**config.mk**
```make
export PLATFORM = sky130hd
export DESIGN_NAME = imem
export DESIGN_NICKNAME = d
export VERILOG_FILES = /design/src/rtl/imem.sv
export SDC_FILE = /design/constraint.sdc
export NUM_CORES = 2
export LEC_CHECK = 0
export BUFFER_PORTS_ARGS = -buffer_cell sky130_fd_sc_hd__clkbuf_2
export CELL_PAD_IN_SITES_DETAIL_PLACEMENT = 1
export CELL_PAD_IN_SITES_GLOBAL_PLACEMENT = 1
export CORE_ASPECT_RATIO = 0.8
export CORE_MARGIN = 1.5
export CORE_UTILIZATION = 55
export DETAILED_ROUTE_END_ITERATION = 16
export GPL_TIMING_DRIVEN = 0
export PLACE_DENSITY = 0.86
export SLEW_MARGIN = 20
export SYNTH_ARGS = -nofsm -noshare
export SYNTH_HDL_FRONTEND = slang
export SYNTH_SLANG_ARGS = --single-unit
export TNS_END_PERCENT = 100
```
**constraint.sdc**
```tcl
create_clock -name clk -period 97.6 [get_ports clk]
set_input_delay 14.64 -clock clk [delete_from_list [all_inputs] [get_ports clk]]
set_output_delay 14.64 -clock clk [all_outputs]
set_load 0.1 [all_outputs]
```
**src/rtl/imem.sv**
```systemverilog
// Instruction memory: combinational fetch by word index, clocked write port,
// default program restored on reset. Define IMEM_OOR_FLAG_EN to add oor_err.
module imem #(
  parameter int WORD_SIZE  = 32,
  parameter int DEPTH      = 64,
  parameter int ADDR_WIDTH = 6
) (
  input  logic                  clk,
  input  logic                  rst,
  input  logic [31:0]           PC,
  output logic [WORD_SIZE-1:0]  Instruction,
  input  logic                  wr_en,
  input  logic [ADDR_WIDTH-1:0] wr_addr,
  input  logic [WORD_SIZE-1:0]  wr_data
`ifdef IMEM_OOR_FLAG_EN
  ,
  output logic                  oor_err
`endif
);

  logic [WORD_SIZE-1:0] mem [DEPTH];
  logic                 in_range;

  function automatic logic [WORD_SIZE-1:0] default_word(input int idx);
    case (idx)
      0:       default_word = WORD_SIZE'(32'h20010005);
      1:       default_word = WORD_SIZE'(32'h20020003);
      2:       default_word = WORD_SIZE'(32'h00221820);
      3:       default_word = WORD_SIZE'(32'h00222022);
      4:       default_word = WORD_SIZE'(32'hAC030000);
      5:       default_word = WORD_SIZE'(32'h8C050000);
      6:       default_word = WORD_SIZE'(32'h10A3FFF9);
      7:       default_word = WORD_SIZE'(32'h08000000);
      default: default_word = '0;
    endcase
  endfunction

  // Any set bit above the array range makes the fetch a NOP.
  assign in_range    = (PC < 32'(DEPTH));
  assign Instruction = in_range ? mem[PC[ADDR_WIDTH-1:0]] : '0;

`ifdef IMEM_OOR_FLAG_EN
  assign oor_err = ~in_range;
`endif

  // Reset reloads the whole program and overrides any concurrent write.
  always_ff @(posedge clk or posedge rst) begin
    if (rst) begin
      for (int i = 0; i < DEPTH; i++) mem[i] <= default_word(i);
    end else if (wr_en) begin
      mem[wr_addr] <= wr_data;
    end
  end

endmodule

```
# Yosys cells after proc, flatten, opt, wreduce, memory -nomap -nowiden
# Index checks and enable logic that the tools add are counted.
dict set report word_totals {
  ff_bits 2048
  input_bits 73
  out_inout_bits 32
  word_cells 78
}
dict set report classes {
  n_reduce_logical 1
  order_cmp 4
  mux 7
  bitwise_logic 2
}
# op n
set op_table {}
lappend op_table {{$bwmux 2048} 1}
lappend op_table {{$bmux 32 s6} 1}
lappend op_table {{$demux 32 s6} 1}
lappend op_table {{$mux 32} 4}
lappend op_table {{$lt 32x7->1 const B} 1}
lappend op_table {{$ge 7x7->1 const B} 2}
lappend op_table {{$not 6->7} 2}
lappend op_table {{$lt 7x1->1 const B} 1}
lappend op_table {{$logic_and 1x1->1} 1}

# Longest topological paths before layout
dict set report logic_depth {
  word_depth 6
  depth_mapped 10
  mapped_depth_nobuf 5
}

# Worst setup path before layout
# No wires, ideal clock.
dict set report synth_timing {
  path_kind {input port to output port}
  start {input port PC[1]}
  end {output port Instruction[11]}
  path_stages 7
  setup_slack_ns 64.622
  required_ns 82.960
  n_path_buf 4
  arrival_time_ns 18.338
  cell_sequence {buf_2 buf_2 buf_2 clkbuf_1 mux4_2 nand2_1 a311oi_1}
}
dict set report synth_between {
  elab_chain_cells 5
  word_cells_on_any_way 6
  cone_classes {order compare: 1; mux: 4; bitwise: 1}
}
# item line
set synth_lines {}
lappend synth_lines {{from (decl)} 10} ;# input logic [31:0] PC,
lappend synth_lines {{$not 6->7 (not written as such)} 40} ;# assign Instruction = in_range ? mem[PC[ADDR_WIDTH-1:0]] : '0;
lappend synth_lines {{$bmux 32 s6} 40}
lappend synth_lines {{$mux 32 (not written as such) (2 in series)} 40}
lappend synth_lines {{$mux 32 (*)} 40}
lappend synth_lines {{to (decl)} 11} ;# output logic [WORD_SIZE-1:0] Instruction,
# Mark *: on every way between the ends. The rest lies on a longest branch, timed or not. The select of a mux whose other input is x is not followed.

# Worst setup path in the final report
dict set report layout_timing {
  start {input port PC[2]}
  end {output port Instruction[13]}
}
# The elaborated chain is that of the path after synthesis.

==> flow_metrics.tcl <==
set metrics [dict create \
    ctsHoldBuffers 0 \
    crit_type "input port to output port" \
    cpPeakStageDelay_ns 0.94 \
    p_leak_nw 48.3 \
    area_growth_syn_to_layout_pct 12.3 \
    synthCells 5842 \
    hold_viol 0 \
    dp_hpwl_um 251000 \
    wl_um 380000 \
    overflow 0 \
    path_cells "buf_2 -> buf_2 -> buf_2 -> buf_2 -> buf_2 -> clkbuf_2 -> nor2_1 -> o22ai_1 -> a22oi_1 -> o22ai_1 -> clkbuf_2" \
    synth.avg_cell_area_um2 16.0 \
    num_rows 135 \
    avgRoutedWirePerCell_um 44.1 \
    place_congestion 1.05 \
    comb_power_share_pct 14.9 \
    largest_reg_flops 2048 \
    numCtsBuffers 201 \
    rsz0062_at_grt "false" \
    critPathCaptureType "output port" \
    ys_seq_area_share_pct 54.9 \
    timing.critical_path.buf_inv 7 \
    hold_path.class "flip-flop to flip-flop" \
    ys.flop_type "dfrtp_1" \
    antenna_found_initial 48 \
    first_pass_iters 6 \
    maxCapViolations 0 \
    cp.arrival_ns 20.62 \
    cp-startpoint "PC[2]" \
    finalSetupViolCount 0 \
    power.density_nw_per_um2 21.3 \
    clk_pin_slew_ns 0.06 \
    cts_root_buffer "clkbuf_16" \
    ys_ff_latch 2048 \
    tns_ns 0 \
    layout.nets 6221 \
    worst_pin_slew_ns 1.31 \
    finalCritPeriodShare_pct 36.1 \
    io_buffer_count 69 \
    outcome "completed" \
    finClkSkew_ns 0 \
    die_h_um 372 \
    grt_use_total_pct 44.3 \
    ir_worst_vdd_v 0.0000162 \
    syn-cell-area_um2 93400 \
    vias 63200 \
    tritoncts "done" \
    initial_core_util_pct 55.3 \
    die_w_um 464 \
    fin_crit_ns 35.26 \
    yosys.cell_types.count 58 \
    drv_slew 0 \
    grt_pass1_vias 66300 \
    worstHoldStart "mem[1460]" \
    clkPwrFrac_pct 38.7 \
    route.antenna.remaining_nets 0 \
    worstSkewPairLatency_ns 0.86 \
    io_pins 105 \
    htreeDepth 4 \
    critPathMostFrequentCell "buf_2" \
    reg_top3 "mem x2048" \
    slew_headroom_pct 12.4 \
    slowest_stage "buf_2" \
    reg2reg_slack_ns 96.69 \
    clockBufferDepth 3 \
    fmax_ghz 0.0284 \
    drive_gt1_share_pct 51.6 \
    synth_warnings 0 \
    die-area_um2 172000 \
    start_kind "input port" \
    syn-num-nets 5915 \
    avgViaCountPerCell 7.32 \
    r2r_start "mem[1924]" \
    drc 0 \
    p_int_w 0.00162 \
    swShare_pct 27.7 \
    power_frac_seq_pct 46.4 \
    dpl.cell_count 8205 \
    clock_sinks 2048 \
    grt_pass1_wl_um 528000 \
    synthArstFlopShare_pct 100 \
    fin_cells 8630 \
    finalPower_w 0.00224 \
    net-switching-power_w 0.000620 \
    drt_iter0_drc 8872 \
    fin_util_pct 62.0 \
    cp_top_family "buffers and inverters" \
    top_register "mem" \
    cts_resized 0 \
    grt_max_degree 113 \
    coreArea_um2 169000 \
    synth_edf_count 0 \
    path_max_fanout 10 \
    postCtsSetupBuffers 0 \
    crit_required_ns 82.96 \
]
[metrics by stage]
step | area (um^2) | setup WS, ns | hold slack [ns]
floorplan | 93400 | 25.19 | 0.470
global placement | 96600 | 5.96 | 0.479
detailed placement | 97600 | 62.80 | 0.486
CTS | 105000 | 62.71 | 0.500
global route | 105000 | 62.82 | 0.508
finish | 105000 | 62.34 | 0.502
[synth_stat cells (7+ instances only)]
library cell,number,share of area [%]
a211oi_1,9,0.072
a21oi_1,30,0.16
a221o_1,31,0.33
a221oi_1,42,0.39
a22oi_1,21,0.17
buf_1,165,0.66
buf_2,73,0.39
buf_4,17,0.14
buf_6,29,0.35
buf_8,7,0.11
clkbuf_1,304,1.2
dfrtp_1,1999,54
dfstp_2,49,1.4
inv_1,12,0.048
mux2_2,2058,25
mux2i_1,146,1.6
mux4_1,14,0.39
mux4_2,512,12
nand2_1,68,0.27
nand2b_1,13,0.087
nand3_1,19,0.10
nor2_1,68,0.27
nor2b_1,7,0.047
nor3_1,22,0.12
nor4b_1,8,0.075
o21ai_0,14,0.075
o22ai_1,23,0.15
o32ai_1,10,0.094
[logic make-up after synthesis]
group | count (synthesis) | synth area share, %
mux | 2730 | 39.1
flops | 2048 | 54.9
compound gates | 205 | 1.68
buf+inv | 613 | 3.02
simple gates | 246 | 1.29
[cell usage in the layout, fill, tap and decap left out, types with 14 or more instances in the layout]
cell | synthesis | layout
dfstp_2 | 49 | 49
buf_2 | 73 | 83
dfrtp_1 | 1999 | 1999
buf_6 | 29 | 31
nand2_1 | 68 | 68
a221oi_1 | 42 | 42
buf_4 | 17 | 17
mux2_2 | 2058 | 2058
mux2i_1 | 146 | 146
nor3_1 | 22 | 19
a22oi_1 | 21 | 21
o21ai_0 | 14 | 14
clkinv_2 | 0 | 47
clkbuf_16 | 0 | 204
a221o_1 | 31 | 31
buf_16 | 0 | 26
nor2_1 | 68 | 66
diode_2 | 0 | 48
a21oi_1 | 30 | 30
o22ai_1 | 23 | 23
mux4_2 | 512 | 512
bufinv_16 | 0 | 27
clkbuf_8 | 0 | 48
clkbuf_2 | 0 | 103
clkbuf_1 | 304 | 300
buf_1 | 165 | 155
mux4_1 | 14 | 14
nand3_1 | 19 | 19
[routing by layer]
layer  wire (um)  track usage (%)  vias up
met4       30100             30.8       20
li1            -                -    22500
met3       57000             22.4     1584
met5         247                0        -
met1      135000             54.6    33700
met2      158000             60.5     5348
[final cells by class]
class                   count  area [um^2]
diodes                     48          120
plain buffers             599         2820
inverters                  14         60.1
clock inverters            95         1330
repair buffers            103         1200
clock buffers             282         5880
multi-input cells        3181        39400
flip-flops and latches   2048        51300
well taps                2260         2830
fillers                 14700        64200
[power groups by stage]
stage	clock network, W	logic, W	registers (W)
finish	0.000866	0.000332	0.00104
global route	0.000888	0.000339	0.00104
CTS	0.000859	0.000319	0.00103
detailed placement	0	0.000310	0.00104
global placement	0	0.000288	0.00104
floorplan	0	0.000213	0.00102
[path summary, 6_finish.rpt]
kind / to / depth (start not counted)
hold / removal: mem[1460] / 1
setup reg to reg: mem[1924] / 1
setup / recovery: Instruction[13] / 11
max in group asynchronous: mem[276] / 9
min in group asynchronous: mem[1058] / 2
hold reg to reg: mem[1460] / 1
Power figures use the tool's default switching activity.
